`src/rtl/pc_stack.sv`:
```
// Program counter with a hardware return-address stack: increment, jump, call, return.
// Optional macro PC_STACK_TRAP_EN redirects pc_out to TRAP_VEC on stack overflow/underflow.
module pc_stack #(
    parameter int unsigned ADDR_W    = 16,
    parameter int unsigned BUS_W     = 16,
    parameter int unsigned LOAD_W    = 8,
    parameter int unsigned RESET_VEC = 10,
    parameter int unsigned DEPTH     = 4,
    parameter int unsigned TRAP_VEC  = 0
) (
    input  logic                       clk,
    input  logic                       rst,
    input  logic                       pc_inc,
    input  logic                       pc_write,
    input  logic                       pc_call,
    input  logic                       pc_ret,
    input  logic [BUS_W-1:0]           bus,
    output logic [ADDR_W-1:0]          pc_out,
    output logic [$clog2(DEPTH+1)-1:0] stk_depth,
    output logic                       stk_empty,
    output logic                       stk_full,
    output logic                       stk_err
);

    localparam int unsigned DEPTH_W = $clog2(DEPTH + 1);
    localparam int unsigned PTR_W   = (DEPTH > 1) ? $clog2(DEPTH) : 1;

    logic [ADDR_W-1:0]  pc_q, pc_d;
    logic [DEPTH_W-1:0] depth_q, depth_d;
    logic               empty_q, empty_d;
    logic               full_q, full_d;
    logic               err_q, err_d;
    logic [ADDR_W-1:0]  ras_q [DEPTH];

    logic [ADDR_W-1:0]  target_s;
    logic [ADDR_W-1:0]  pc_plus1_s;
    logic [ADDR_W-1:0]  err_pc_s;
    logic [PTR_W-1:0]   push_idx_s;
    logic [PTR_W-1:0]   pop_idx_s;
    logic               push_en_s;
    logic               at_full_s;
    logic               at_empty_s;

    assign target_s   = ADDR_W'(bus[LOAD_W-1:0]);
    assign pc_plus1_s = pc_q + ADDR_W'(1);
    assign at_full_s  = (depth_q == DEPTH_W'(DEPTH));
    assign at_empty_s = (depth_q == DEPTH_W'(0));
    assign push_idx_s = PTR_W'(depth_q);
    assign pop_idx_s  = PTR_W'(depth_q - DEPTH_W'(1));

`ifdef PC_STACK_TRAP_EN
    assign err_pc_s = ADDR_W'(TRAP_VEC);
`else
    assign err_pc_s = pc_q;
`endif

    // Next-state decode with priority ret > call > write > inc > hold
    always_comb begin
        pc_d      = pc_q;
        depth_d   = depth_q;
        err_d     = err_q;
        push_en_s = 1'b0;
        if (pc_ret) begin
            if (at_empty_s) begin
                err_d = 1'b1;
                pc_d  = err_pc_s;
            end else begin
                pc_d    = ras_q[pop_idx_s];
                depth_d = depth_q - DEPTH_W'(1);
            end
        end else if (pc_call) begin
            if (at_full_s) begin
                err_d = 1'b1;
                pc_d  = err_pc_s;
            end else begin
                push_en_s = 1'b1;
                pc_d      = target_s;
                depth_d   = depth_q + DEPTH_W'(1);
            end
        end else if (pc_write) begin
            pc_d = target_s;
        end else if (pc_inc) begin
            pc_d = pc_plus1_s;
        end else begin
            pc_d = pc_q;
        end
        empty_d = (depth_d == DEPTH_W'(0));
        full_d  = (depth_d == DEPTH_W'(DEPTH));
    end

    // Control state registers; reset empties the stack and clears the sticky error
    always_ff @(posedge clk) begin
        if (rst) begin
            pc_q    <= ADDR_W'(RESET_VEC);
            depth_q <= DEPTH_W'(0);
            empty_q <= 1'b1;
            full_q  <= 1'b0;
            err_q   <= 1'b0;
        end else begin
            pc_q    <= pc_d;
            depth_q <= depth_d;
            empty_q <= empty_d;
            full_q  <= full_d;
            err_q   <= err_d;
        end
    end

    // Return-address storage; a push in the reset cycle is suppressed
    always_ff @(posedge clk) begin
        if (push_en_s && !rst) begin
            ras_q[push_idx_s] <= pc_plus1_s;
        end
    end

    assign pc_out    = pc_q;
    assign stk_depth = depth_q;
    assign stk_empty = empty_q;
    assign stk_full  = full_q;
    assign stk_err   = err_q;

endmodule

```
`config.mk`:
```
export PLATFORM = sky130hd
export DESIGN_NAME = pc_stack
export DESIGN_NICKNAME = d
export VERILOG_FILES = /design/src/rtl/pc_stack.sv
export SDC_FILE = /design/constraint.sdc
export NUM_CORES = 1
export LEC_CHECK = 0
export CORE_MARGIN = 2
export CORE_UTILIZATION = 51
export CTS_CLUSTER_SIZE = 20
export DETAILED_ROUTE_END_ITERATION = 7
export GPL_TIMING_DRIVEN = 1
export HOLD_SLACK_MARGIN = 0.1
export PLACE_DENSITY = 0.76
export SETUP_SLACK_MARGIN = 0.5
export SYNTH_ARGS = -nofsm -noshare
export SYNTH_HDL_FRONTEND = slang
export SYNTH_SLANG_ARGS = --single-unit
```
`constraint.sdc`:
```
create_clock -name clk -period 2.5 [get_ports clk]
set_input_delay 0.75 -clock clk [delete_from_list [all_inputs] [get_ports clk]]
set_output_delay 0.75 -clock clk [all_outputs]
set_load 0.005 [all_outputs]
```
==> impl_metrics.prom <==
# TYPE chip_impl_metric gauge
chip_impl_metric{name="fin_ws",unit="ns"} 0.515
chip_impl_metric{name="fillerInstances",unit=""} 531
chip_impl_metric{name="synth-seq-cells",unit=""} 86
chip_impl_metric{name="crit_arrival",unit="ns"} 2.27
chip_impl_metric{name="syn-mean-instance-area",unit="sq um"} 13.5
chip_impl_info{name="worstSetupStartpointType",value="input pin"} 1
chip_impl_metric{name="setup_viol",unit=""} 0
chip_impl_metric{name="clock_skew",unit="ns"} 0.0129
chip_impl_metric{name="post_layout_minimum_cycle_time",unit="ns"} 1.99
chip_impl_metric{name="timing.final.hold_violations",unit=""} 0
chip_impl_metric{name="first_global_vias",unit=""} 2938
chip_impl_metric{name="cap_violations",unit=""} 0
chip_impl_metric{name="synthToLayoutAreaGrowth",unit="%"} 34.3
chip_impl_metric{name="synthSimpleGateAreaFrac",unit="%"} 10.8
chip_impl_metric{name="max_clock_freq",unit="GHz"} 0.504
chip_impl_metric{name="htree_num_levels",unit=""} 3
chip_impl_info{name="combinational_family_with_the_most_area_after_synthesis",value="compound AO/OA/AOI/OAI gates"} 1
chip_impl_metric{name="synth_largest_type_area_fraction",unit="%"} 48.1
chip_impl_metric{name="diodes",unit=""} 0
chip_impl_metric{name="power.net_switching",unit="mW"} 1.71
chip_impl_metric{name="cts_sinks",unit=""} 86
chip_impl_metric{name="detailed_place_hpwl",unit="mm"} 6.45
chip_impl_metric{name="post-place-ws",unit="ns"} -0.118
chip_impl_metric{name="route.detailed.drc",unit=""} 0
chip_impl_info{name="synth_flop_cell",value="sky130_fd_sc_hd__edfxtp_1"} 1
chip_impl_metric{name="synth_compound_gate_area_share",unit="%"} 11.8
chip_impl_metric{name="syn_inst",unit=""} 297
chip_impl_metric{name="power_density",unit="mW/mm^2"} 1010
chip_impl_metric{name="clock_latency",unit="ns"} 0.36
chip_impl_metric{name="grt_max_degree",unit=""} 23
chip_impl_metric{name="power_frac_seq",unit="%"} 36.4
chip_impl_metric{name="cts.reportedPaths.clkPinSlew",unit="ns"} 0.09
chip_impl_metric{name="power_report.internal_total",unit="mW"} 3.71
chip_impl_info{name="endpoint_kind",value="flop"} 1
chip_impl_info{name="tritoncts",value="done"} 1
chip_impl_metric{name="maxSlewViolCount",unit=""} 0
chip_impl_info{name="grt_setup_unrepaired",value="false"} 1
chip_impl_metric{name="cts_inserted_buffers",unit=""} 9
chip_impl_metric{name="vias_per_cell",unit=""} 6.06
chip_impl_info{name="clk_root_buffer_cell",value="sky130_fd_sc_hd__clkbuf_8"} 1
chip_impl_metric{name="ys_warn_count",unit=""} 0
chip_impl_metric{name="die_width",unit="microns"} 92.5
chip_impl_metric{name="share_comb_of_total_power",unit="%"} 41.8
chip_impl_metric{name="globalRoute.totalOverflow",unit=""} 0
chip_impl_info{name="worst_path_max_delay_cell",value="sky130_fd_sc_hd__clkdlybuf4s50_1"} 1
chip_impl_metric{name="worstMarginPinSlew",unit="ns"} 0.541
chip_impl_metric{name="worst-endpoint-required",unit="ns"} 2.79
chip_impl_info{name="synth.top_cells.by_area",value="sky130_fd_sc_hd__edfxtp_1 48%, sky130_fd_sc_hd__dfxtp_1 11%, sky130_fd_sc_hd__mux4_2 9.0%"} 1
chip_impl_metric{name="die_area",unit="sq mm"} 0.00856
chip_impl_metric{name="synthXorXnorAreaFrac",unit="%"} 3.07
chip_impl_metric{name="grt_first_pass_wirelength",unit="mm"} 15.9
chip_impl_metric{name="io_buffer_count",unit=""} 35
chip_impl_metric{name="synth_async_sr_flop_share",unit="%"} 0
chip_impl_metric{name="setup-tns-final",unit="ns"} 0
chip_impl_metric{name="number_of_primary_i_o_pins",unit=""} 44
chip_impl_metric{name="max_transition_margin",unit="%"} 63.6
chip_impl_metric{name="worst_path_largest_cell_delay",unit="ns"} 0.49
chip_impl_metric{name="vdd_ir_drop_max",unit="V"} 0.000586
chip_impl_metric{name="p_sw_share",unit="%"} 31.5
chip_impl_info{name="run_status",value="finished clean"} 1
chip_impl_info{name="synth_top_cell_by_area",value="sky130_fd_sc_hd__edfxtp_1"} 1
chip_impl_metric{name="postRouteAntennaNets",unit=""} 0
chip_impl_metric{name="grt_usage",unit="%"} 25.0
chip_impl_metric{name="detail_route.first_pass.iterations",unit=""} 5
chip_impl_metric{name="synth_enable_flop_cells",unit=""} 64
chip_impl_metric{name="design.final.nets",unit=""} 414
chip_impl_metric{name="yosys.area_share.adder",unit="%"} 1.88
chip_impl_metric{name="core.rowCount",unit=""} 32
chip_impl_metric{name="timing.final.crit_share",unit="%"} 79.4
chip_impl_metric{name="multiplexer_share_of_the_synthesized_area",unit="%"} 10.3
chip_impl_metric{name="place.gp.congestion",unit=""} 0.842
chip_impl_metric{name="design.core.area",unit="sq mm"} 0.00765
chip_impl_metric{name="critical_path.max_fanout",unit=""} 11
chip_impl_metric{name="post_route_cells_drive_above_1_share",unit="%"} 34.8
chip_impl_metric{name="initial_antenna_violation_count",unit=""} 0
chip_impl_metric{name="p_clk_share",unit="%"} 21.8
chip_impl_metric{name="critical_path.n_buffers_inverters",unit=""} 2
chip_impl_metric{name="detailroute.via_count",unit=""} 2986
chip_impl_metric{name="route.detailed.wl_per_inst",unit="microns"} 20.6
chip_impl_info{name="timing.critical_path.max_delay_family",value="buffers and inverters"} 1
chip_impl_metric{name="fp.dieH",unit="microns"} 92.5
chip_impl_metric{name="syn_nets",unit=""} 325
chip_impl_metric{name="dr.first_iter.drc_count",unit=""} 247
chip_impl_metric{name="ys_types",unit=""} 59
chip_impl_info{name="holdCritPathClass",value="flop to flop"} 1
chip_impl_info{name="timing_worst_setup_path_type",value="input pin to flop"} 1
chip_impl_metric{name="clock_tree.buffer_depth",unit=""} 2
chip_impl_metric{name="synth_area",unit="sq mm"} 0.00400
chip_impl_metric{name="initial_utilization",unit="%"} 52.3
chip_impl_metric{name="leakage_power_figure",unit="nW"} 1.99
chip_impl_metric{name="synth.yosys.seq_area_share",unit="%"} 59.1
chip_impl_info{name="cell_by_cell_trace_of_the_critical_path",value="clkdlybuf4s50_1 -> or4_1 -> buf_4 -> a311o_1 -> o21ai_0"} 1
chip_impl_metric{name="routed_wirelength",unit="mm"} 10.1
-- what timing repair did --
action | in CTS | in global routing
cloned | 1 | 0
setup endpoints to repair | 102 | 98
gates resized for setup | 43 | 14
setup buffers | 11 | 10
hold buffers | 0 | 0
pin swaps | 2 | 2
-- layout make-up --
type,count,area (sq um),area share [%]
Timing Repair Buffer,94,923,17.2
Inverter,14,52.6,0.979
Clock inverter,7,120,2.24
Multi-Input combinational cell,181,1600,29.8
Sequential cell,86,2420,45.1
Tap cell,102,128,2.38
Clock buffer,9,124,2.31
-- logic make-up after synthesis --
kind of cell | count (synthesis)
buffers and inverters | 30
flip-flops | 86
adder cells (fa/ha/maj) | 6
multiplexers | 21
XOR/XNOR | 14
AND/OR/NAND/NOR | 78
AO/OA/AOI/OAI | 62
-- sequential cells by signal (all words and copies together) (netlist names) --
register   count
stk_depth      3
ras_q         64
stk_err        1
stk_empty      1
stk_full       1
pc_out        16
-- per-layer routing --
layer	vias to the layer above	GRT usage (%)	routed length, microns
met5	-	0	0
met2	137	40.6	5130
li1	1357	-	-
met1	1468	32.9	4090
met4	0	10.3	273
met3	24	5.53	640
-- cells in the final DEF, fill, tap and decap left out, types with 3 or more instances in the layout --
master,Yosys,final
sky130_fd_sc_hd__dfxtp_2,0,5
sky130_fd_sc_hd__mux4_2,16,16
sky130_fd_sc_hd__o31a_1,3,3
sky130_fd_sc_hd__dlygate4sd2_1,0,4
sky130_fd_sc_hd__nor2_1,20,19
sky130_fd_sc_hd__buf_4,1,50
sky130_fd_sc_hd__nand3_2,1,3
sky130_fd_sc_hd__nor3_1,4,4
sky130_fd_sc_hd__clkdlybuf4s50_1,0,24
sky130_fd_sc_hd__inv_1,14,13
sky130_fd_sc_hd__nor4_2,1,3
sky130_fd_sc_hd__bufinv_16,0,3
sky130_fd_sc_hd__a211oi_1,5,5
sky130_fd_sc_hd__or3_1,3,3
sky130_fd_sc_hd__clkbuf_8,0,9
sky130_fd_sc_hd__edfxtp_1,64,64
sky130_fd_sc_hd__nand3_1,5,3
sky130_fd_sc_hd__o21a_1,3,3
sky130_fd_sc_hd__nor4_1,6,4
sky130_fd_sc_hd__xnor2_1,11,10
sky130_fd_sc_hd__nand2_1,17,17
sky130_fd_sc_hd__buf_12,0,8
sky130_fd_sc_hd__xor2_1,3,3
sky130_fd_sc_hd__o32ai_1,4,3
sky130_fd_sc_hd__ha_1,6,5
sky130_fd_sc_hd__a311oi_1,5,5
sky130_fd_sc_hd__and2_4,0,4
sky130_fd_sc_hd__a311o_1,3,3
sky130_fd_sc_hd__nor2b_1,3,3
sky130_fd_sc_hd__dfxtp_1,22,3
sky130_fd_sc_hd__o21ai_0,8,8
sky130_fd_sc_hd__dlymetal6s2s_1,0,6
sky130_fd_sc_hd__mux2i_1,4,4
sky130_fd_sc_hd__a21oi_1,8,8
sky130_fd_sc_hd__dfxtp_4,0,14
-- power groups by stage --
stage          logic, mW  clock network, mW  registers, mW
2_1_floorplan       1.20                  0           2.01
3_5_place_dp        1.83                  0           2.05
4_1_cts             2.15               1.18           1.99
6_report            2.26               1.18           1.97
5_1_grt             2.44               1.26           1.99
3_3_place_gp        1.79                  0           2.04
-- worst register-to-register path: stages (launching register included) --
cell                      delay, ns
sky130_fd_sc_hd__dfxtp_4       0.36
sky130_fd_sc_hd__buf_4         0.15
sky130_fd_sc_hd__nand4_2       0.24
sky130_fd_sc_hd__or4_4         0.64
sky130_fd_sc_hd__o31a_1        0.29
sky130_fd_sc_hd__o32ai_1       0.14
-- Yosys cell counts, drive strengths merged, types with 2 or more instances --
library cell   n
edfxtp        64
dfxtp         22
nor2          20
nand2         17
mux4          16
inv           14
xnor2         11
o21ai          9
a21oi          8
buf            8
clkbuf         8
nor4           7
ha             6
nand3          6
a211oi         5
a311oi         5
and2           5
mux2i          4
nor3           4
o32ai          4
a311o          3
nand4          3
nor2b          3
o21a           3
o31a           3
or3            3
or4            3
xor2           3
a22oi          2
a32oi          2
and3           2
o211a          2
o311ai         2
o31ai          2
o41a           2
-- stage by stage --
step                hold slack, ns  total power [mW]  utilization, %  cells  cell area (sq um)
global route                 0.531              5.69            70.2    493               5370
detailed placement           0.484              3.89            62.9    455               4810
global placement             0.465              3.83            62.9    455               4810
CTS                          0.504              5.32            68.6    483               5250
floorplan                    0.465              3.21               -    297               4070
finish                       0.501              5.42            70.2    493               5370
-- path summary, 6_finish.rpt --
| check | cells past startpoint | startpoint | slack, ns | endpoint |
|---|---|---|---|---|
| min reg2reg | 2 | stk_err$_SDFFE_PP0P_ | 0.50 | stk_err$_SDFFE_PP0P_ |
| max reg2reg | 5 | pc_out[3]$_SDFFE_PP1P_ | 0.58 | pc_out[15]$_SDFFE_PP0P_ |
| max | 5 | pc_inc | 0.51 | pc_out[11]$_SDFFE_PP0P_ |
| min | 2 | stk_err$_SDFFE_PP0P_ | 0.50 | stk_err$_SDFFE_PP0P_ |
Note: power is estimated with default switching activity, not from simulation.
